**config.mk**
```make
export PLATFORM = sky130hd
export DESIGN_NAME = l2_port_arbiter_flat
export DESIGN_NICKNAME = d
export VERILOG_FILES = /design/src/rtl/l2_port_arbiter_if.sv /design/src/rtl/l2_port_arbiter.sv /design/src/flat_wrapper.sv
export SDC_FILE = /design/constraint.sdc
export NUM_CORES = 1
export LEC_CHECK = 0
export ABC_AREA = 1
export BUFFER_PORTS_ARGS = -buffer_cell sky130_fd_sc_hd__buf_2
export CORE_ASPECT_RATIO = 0.9
export CORE_MARGIN = 2
export CORE_UTILIZATION = 46
export CTS_CLUSTER_DIAMETER = 30
export DETAILED_ROUTE_END_ITERATION = 7
export PLACE_DENSITY = 0.92
export RECOVER_POWER = 100
export SYNTH_ARGS = -nofsm -noshare
export SYNTH_HDL_FRONTEND = slang
export SYNTH_SLANG_ARGS = --single-unit
```
**constraint.sdc**
```tcl
create_clock -name clk -period 1.75 [get_ports clk]
set_clock_uncertainty 0.05 [all_clocks]
set_input_delay 0.35 -clock clk [delete_from_list [all_inputs] [get_ports clk]]
set_output_delay 0.35 -clock clk [all_outputs]
set_load 0.02 [all_outputs]
```
**src/rtl/l2_port_arbiter_if.sv**
```systemverilog
// -----------------------------------------------------------------------------
// l2_port_arbiter_if
// Bundles the two L1 request channels, the L2 command port and the arbiter
// status outputs shared by l2_port_arbiter and its environment.
//
// Signals:
//   req0_rd/req0_wr/req0_addr  requester 0 (I-side) line request, level
//   req1_rd/req1_wr/req1_addr  requester 1 (D-side) line request, level
//   gnt0/gnt1                  port ownership
//   done0/done1                one-cycle completion pulses
//   l2_read/l2_write/l2_addr/l2_beat  L2 command for the current beat
//   l2_ack                     L2 accepted/returned the current beat
//   busy/err                   arbiter active, timeout abort pulse
//
// Modports:
//   slave   the arbiter itself
//   master  the environment (L1 controllers plus L2)
// -----------------------------------------------------------------------------
interface l2_port_arbiter_if #(
   parameter int unsigned BEAT_BITS = 3
);
   logic                 req0_rd;
   logic                 req0_wr;
   logic [31:0]          req0_addr;
   logic                 req1_rd;
   logic                 req1_wr;
   logic [31:0]          req1_addr;
   logic                 gnt0;
   logic                 gnt1;
   logic                 done0;
   logic                 done1;
   logic                 l2_read;
   logic                 l2_write;
   logic [31:0]          l2_addr;
   logic [BEAT_BITS-1:0] l2_beat;
   logic                 l2_ack;
   logic                 busy;
   logic                 err;

   modport slave (
      input  req0_rd, req0_wr, req0_addr, req1_rd, req1_wr, req1_addr, l2_ack,
      output gnt0, gnt1, done0, done1, l2_read, l2_write, l2_addr, l2_beat, busy, err
   );

   modport master (
      output req0_rd, req0_wr, req0_addr, req1_rd, req1_wr, req1_addr, l2_ack,
      input  gnt0, gnt1, done0, done1, l2_read, l2_write, l2_addr, l2_beat, busy, err
   );
endinterface

```
**src/rtl/l2_port_arbiter.sv**
```systemverilog
// -----------------------------------------------------------------------------
// l2_port_arbiter
// Shares one L2 request port between two L1 cache controllers. A grant runs a
// full line burst of BEATS word transfers, walking the word address, and ends
// with a one-cycle done pulse to the owner. Ties between the two requesters are
// broken round-robin; requester 0 wins the first tie after reset.
//
// Ports:
//   clk    system clock, rising edge
//   reset  asynchronous active-high reset
//   bus    l2_port_arbiter_if.slave: request channels, L2 command port, status
//
// Optional feature (macro L2_ARB_TIMEOUT_EN): abort a burst after TIMEOUT
// consecutive cycles without l2_ack; done<n> and err pulse together. Without
// the macro no timeout counter exists and err is tied to 0.
// -----------------------------------------------------------------------------
module l2_port_arbiter #(
   parameter int unsigned BEATS     = 8,
   parameter int unsigned BEAT_BITS = 3,
   parameter int unsigned TIMEOUT   = 64,
   parameter int unsigned TO_BITS   = 7
) (
   input logic              clk,
   input logic              reset,
   l2_port_arbiter_if.slave bus
);
   localparam logic [1:0] StIdle = 2'd0;
   localparam logic [1:0] StXfer = 2'd1;
   localparam logic [1:0] StDone = 2'd2;

   localparam int unsigned LineBits = 32 - BEAT_BITS - 2;

   if ((BEATS != (1 << BEAT_BITS)) || (TIMEOUT == 0) || (TIMEOUT >= (1 << TO_BITS)))
   begin : g_param_check
      $error("l2_port_arbiter: inconsistent BEATS/BEAT_BITS or TIMEOUT/TO_BITS");
   end

   logic [1:0]           r_state, w_state_nxt;
   logic                 r_owner, w_owner_nxt;
   logic                 r_op_wr, w_op_wr_nxt;
   logic [LineBits-1:0]  r_line,  w_line_nxt;
   logic [BEAT_BITS-1:0] r_beat,  w_beat_nxt;
   // Requester served by the most recent burst; reset to 1 so 0 wins first tie.
   logic                 r_last,  w_last_nxt;

   logic w_act0, w_act1, w_pick1, w_last_beat, w_timeout, w_xfer;

   assign w_act0      = bus.req0_rd | bus.req0_wr;
   assign w_act1      = bus.req1_rd | bus.req1_wr;
   assign w_pick1     = w_act1 & (~w_act0 | ~r_last);
   assign w_last_beat = (r_beat == BEAT_BITS'(BEATS - 1));
   assign w_xfer      = (r_state == StXfer);

`ifdef L2_ARB_TIMEOUT_EN
   logic [TO_BITS-1:0] r_to;
   logic               r_err;

   assign w_timeout = w_xfer & ~bus.l2_ack & (r_to == TO_BITS'(TIMEOUT - 1));

   // Counts consecutive stalled XFER cycles; anything else clears it, which
   // also covers entry to XFER.
   always_ff @(posedge clk or posedge reset) begin
      if (reset) begin
         r_to  <= '0;
         r_err <= 1'b0;
      end else begin
         r_err <= w_timeout;
         if (w_xfer && !bus.l2_ack && !w_timeout) begin
            r_to <= r_to + TO_BITS'(1);
         end else begin
            r_to <= '0;
         end
      end
   end

   assign bus.err = r_err;
`else
   assign w_timeout = 1'b0;
   assign bus.err   = 1'b0;
`endif

   always_comb begin
      w_state_nxt = r_state;
      w_owner_nxt = r_owner;
      w_op_wr_nxt = r_op_wr;
      w_line_nxt  = r_line;
      w_beat_nxt  = r_beat;
      w_last_nxt  = r_last;
      case (r_state)
         StIdle: begin
            if (w_act0 || w_act1) begin
               w_state_nxt = StXfer;
               w_owner_nxt = w_pick1;
               // rd+wr together: the write-back goes first, read on a later grant
               w_op_wr_nxt = w_pick1 ? bus.req1_wr : bus.req0_wr;
               w_line_nxt  = w_pick1 ? bus.req1_addr[31:BEAT_BITS+2]
                                     : bus.req0_addr[31:BEAT_BITS+2];
               w_beat_nxt  = '0;
            end
         end
         StXfer: begin
            if (bus.l2_ack) begin
               w_beat_nxt = r_beat + BEAT_BITS'(1);  // wraps to 0 after the last beat
               if (w_last_beat) begin
                  w_state_nxt = StDone;
               end
            end else if (w_timeout) begin
               w_state_nxt = StDone;
               w_beat_nxt  = '0;
            end
         end
         StDone: begin
            w_state_nxt = StIdle;
            w_last_nxt  = r_owner;
         end
         default: begin
            w_state_nxt = StIdle;
            w_beat_nxt  = '0;
         end
      endcase
   end

   always_ff @(posedge clk or posedge reset) begin
      if (reset) begin
         r_state <= StIdle;
         r_owner <= 1'b0;
         r_op_wr <= 1'b0;
         r_line  <= '0;
         r_beat  <= '0;
         r_last  <= 1'b1;
      end else begin
         r_state <= w_state_nxt;
         r_owner <= w_owner_nxt;
         r_op_wr <= w_op_wr_nxt;
         r_line  <= w_line_nxt;
         r_beat  <= w_beat_nxt;
         r_last  <= w_last_nxt;
      end
   end

   // Outputs decode registered state only; nothing passes through from inputs.
   assign bus.gnt0     = w_xfer & ~r_owner;
   assign bus.gnt1     = w_xfer &  r_owner;
   assign bus.done0    = (r_state == StDone) & ~r_owner;
   assign bus.done1    = (r_state == StDone) &  r_owner;
   assign bus.l2_read  = w_xfer & ~r_op_wr;
   assign bus.l2_write = w_xfer &  r_op_wr;
   assign bus.l2_addr  = w_xfer ? {r_line, r_beat, 2'b00} : 32'h0;
   assign bus.l2_beat  = w_xfer ? r_beat : '0;
   assign bus.busy     = (r_state != StIdle);
endmodule

```
**src/flat_wrapper.sv**
```systemverilog
// flat-port wrapper written by rule: the top's interface ports become plain ports
module l2_port_arbiter_flat 
#(
   parameter int unsigned BEATS     = 8,
   parameter int unsigned BEAT_BITS = 3,
   parameter int unsigned TIMEOUT   = 64,
   parameter int unsigned TO_BITS   = 7
)
  (clk, reset, bus_req0_rd, bus_req0_wr, bus_req0_addr, bus_req1_rd, bus_req1_wr, bus_req1_addr, bus_l2_ack, bus_gnt0, bus_gnt1, bus_done0, bus_done1, bus_l2_read, bus_l2_write, bus_l2_addr, bus_l2_beat, bus_busy, bus_err);
  l2_port_arbiter_if #(.BEAT_BITS(BEAT_BITS)) bus_i ();
  input logic clk;
  input logic reset;
  input wire logic [$bits(bus_i.req0_rd)-1:0] bus_req0_rd;
  input wire logic [$bits(bus_i.req0_wr)-1:0] bus_req0_wr;
  input wire logic [$bits(bus_i.req0_addr)-1:0] bus_req0_addr;
  input wire logic [$bits(bus_i.req1_rd)-1:0] bus_req1_rd;
  input wire logic [$bits(bus_i.req1_wr)-1:0] bus_req1_wr;
  input wire logic [$bits(bus_i.req1_addr)-1:0] bus_req1_addr;
  input wire logic [$bits(bus_i.l2_ack)-1:0] bus_l2_ack;
  output wire logic [$bits(bus_i.gnt0)-1:0] bus_gnt0;
  output wire logic [$bits(bus_i.gnt1)-1:0] bus_gnt1;
  output wire logic [$bits(bus_i.done0)-1:0] bus_done0;
  output wire logic [$bits(bus_i.done1)-1:0] bus_done1;
  output wire logic [$bits(bus_i.l2_read)-1:0] bus_l2_read;
  output wire logic [$bits(bus_i.l2_write)-1:0] bus_l2_write;
  output wire logic [$bits(bus_i.l2_addr)-1:0] bus_l2_addr;
  output wire logic [$bits(bus_i.l2_beat)-1:0] bus_l2_beat;
  output wire logic [$bits(bus_i.busy)-1:0] bus_busy;
  output wire logic [$bits(bus_i.err)-1:0] bus_err;
  assign bus_i.req0_rd = bus_req0_rd;
  assign bus_i.req0_wr = bus_req0_wr;
  assign bus_i.req0_addr = bus_req0_addr;
  assign bus_i.req1_rd = bus_req1_rd;
  assign bus_i.req1_wr = bus_req1_wr;
  assign bus_i.req1_addr = bus_req1_addr;
  assign bus_i.l2_ack = bus_l2_ack;
  assign bus_gnt0 = bus_i.gnt0;
  assign bus_gnt1 = bus_i.gnt1;
  assign bus_done0 = bus_i.done0;
  assign bus_done1 = bus_i.done1;
  assign bus_l2_read = bus_i.l2_read;
  assign bus_l2_write = bus_i.l2_write;
  assign bus_l2_addr = bus_i.l2_addr;
  assign bus_l2_beat = bus_i.l2_beat;
  assign bus_busy = bus_i.busy;
  assign bus_err = bus_i.err;
  l2_port_arbiter #(.BEATS(BEATS), .BEAT_BITS(BEAT_BITS), .TIMEOUT(TIMEOUT), .TO_BITS(TO_BITS)) u_core (.clk(clk), .reset(reset), .bus(bus_i));
endmodule
```
==> reports/qor.yml <==
yosys:
  synth_compound_area_share_pct: 2.09
  synth_adder_area_share_pct: 1.10
  synth.most_common_cell: "nand2_1"
  syn_inst: 355
  synth_ff_type: "dfrtp_1"
  synth_cell_types: 20
  yosysSeqAreaShare_pct: 38.6
  synth_edf_count: 0
  synthTopCellsByCount: "nand2_1 (93), inv_1 (91), nand3_1 (55)"
  synth_top_family_by_area: "simple AND/OR/NAND/NOR gates"
  synth_top_cell_area_share_pct: 37.4
  synth_xor_xnor_area_share_pct: 0
  synth_top_cells_by_area: "dfrtp_1 (37%), nand2_1 (15%), inv_1 (15%), nand3_1 (12%), nor2_1 (6.8%)"
  synth_area_leader_cell: "dfrtp_1"
  ys_warn_count: 0
  synth_seq_cells: 35
  syn-cell-area_um2: 2270
  muxShareOfSynthArea_pct: 0
  async_flop_share_pct: 100
  synth.avg_cell_area_um2: 6.40
  synthSimpleGateAreaFrac_pct: 35.5
sta:
  period_needed_ns: 1.69
  setup_ws_ns: 0.0556
  relSlewSlack_pct: 43.4
  hold_slack_ns: 0.265
  hold_violations: 0
  rsz0062_at_grt: "true"
  tns_ns: 0
  tightest_slew_ns: 0.849
  setup_viol: 0
  timing.fmax_mhz: 590
  finalMaxSlewViolations: 0
  timing.final.crit_share_pct: 96.8
critical_path:
  regToRegSetupSlack_ns: 0.22
  end_kind: "output port"
  crit_type: "reg -> out"
  critPathLaunchType: "register"
  crit_chain: "inv_1, nand2_1, buf_4, nor2_1, buf_4"
  cpMostUsedCell: "buf_4"
  slowest_delay_ns: 0.39
  r2r-end: "u_core.r_line[26]"
  crit_required_ns: 1.35
  arrival_ns: 1.29
  cp_max_fo: 15
  r2r_start: "u_core.r_state[0]"
  cp_slowest_cell: "dfrtp_1"
  ff2ff_path_depth: 5
die:
  floorplan.initialDensity_pct: 47.3
  boundaryPins: 114
  dieArea_um2: 5520
  fp-row-count: 24
  coreArea_um2: 4800
  die_h_um: 70.7
  die_x_um: 78.1
grt:
  gr-usage-all-layers_pct: 20.2
  grt_pass1_wl_um: 9140
  antenna_found_initial: 0
  overflow: 0
  grt_max_degree: 36
  first_global_vias: 2234
power:
  max-vdd-ir-drop_uv: 818
  power.density_nw_per_um2: 1760
  power_mw: 5.11
  p_leak_nw: 1.88
run:
  max_cap_viol_count: 0
cells_and_area:
  synthToLayoutAreaGrowth_pct: 27.5
  utilization_pct: 60.3
  diodes: 0
  fin_cells: 517
  nNetsFinal: 524
  postLayoutCellArea_um2: 2900
  final_layout_size_suffix_gt1_share_pct: 27.0
detailed_routing:
  wirelength_um: 5310
  drc: 0
  initialDrtViolationCount: 105
  vias: 2339
  dr.pass1.iters: 4
  ant_nets: 0
  via_per_inst: 4.52
  wl_per_cell_um: 10.3
clock_network:
  clk_pin_slew_ns: 0.07
  cts_sinks: 35
  cts-resized-gates: 0
  worstSkewPairLatency_ns: 0.28
  cts_hold_buf: 0
  cts_buffers: 5
  cts_tree: "yes"
  clock_tree.buffer_depth: 2
  cts_root_buf: "clkbuf_8"
  h-tree-depth: 2
  cts_setup_buffers: 0
placement:
  place_area_um2: 2790
  placed_cells: 509
  place_ws_ns: 0.315
  portBuffers: 100
  place_hpwl_um: 4020
  gp_congestion: 0.748
worst_hold_path:
  min_path_type: "in -> async"
run_status:
  status: "complete, no violations"
-- worst max-delay path, delay by kind of cell, from the launching register on --
kind          cells  cell delay [ns]
buf+inv           3             0.43
flops             1             0.39
simple gates      2             0.20
-- kinds of logic after synthesis --
| logic type | after synthesis |
|---|---|
| adders and majority gates | 2 |
| DFF | 35 |
| AOI/OAI and AO/OA | 9 |
| other | 1 |
| buffers and inverters | 115 |
| and+or+nand+nor | 193 |
-- power by group --
group          switching [mW]  internal, mW  total (mW)
logic                    2.01          1.05        3.06
registers               0.215          1.21        1.42
clock network           0.272         0.359       0.631
total                    2.49          2.62        5.11
-- layout by cell type (no fill, tap or decap) --
cell	Yosys	layout
nand2_1	93	94
inv_1	91	91
buf_2	9	76
nand3_1	55	55
nor2_1	41	40
dfrtp_1	34	34
clkbuf_2	0	20
buf_4	9	10
clkbuf_8	0	7
o21ai_0	1	4
conb_1	1	3
o21ai_1	6	2
inv_4	2	2
ha_1	2	2
clkbuf_1	0	2
nor2_4	1	1
o21bai_1	1	1
o21ai_2	0	1
nor2_2	0	1
or2_2	1	1
nor3_1	1	1
a21oi_1	1	1
buf_12	0	1
buf_6	4	1
dfstp_2	1	1
-- flip-flops by register name (all words and copies together), names as in the netlist --
register,flops
u_core.r_state,2
u_core.r_beat,3
u_core.r_op_wr,1
u_core.r_line,27
u_core.r_last,1
u_core.r_owner,1
-- layer usage --
layer	GRT usage [%]	up-vias	share of wire, %
met2	36.7	79	49
met4	6.63	0	1.3
met5	0	-	0
met1	24.6	1041	43
met3	3.32	9	6.4
li1	-	1210	-
-- cell type report --
cell class | count | area (um2)
fillers | 463 | 1910
well taps | 65 | 81.3
clock buffers | 8 | 100
inverters | 93 | 354
repair buffers | 109 | 591
multi-input cells | 207 | 895
flip-flops and latches | 35 | 877
-- worst max path at each step --
stage                       from           endpoint  depth (start not counted)
3_3_place_gp   u_core.r_state[1]     bus_l2_addr[3]                          5
2_1_floorplan  u_core.r_state[1]     bus_l2_beat[1]                          5
5_1_grt        u_core.r_state[1]     bus_l2_beat[2]                          5
4_1_cts        u_core.r_state[1]     bus_l2_addr[3]                          5
3_5_place_dp         bus_req0_wr  u_core.r_line[26]                          7
6_report       u_core.r_state[1]    bus_l2_addr[30]                          5
No activity file was read; power rests on OpenSTA's default activity.
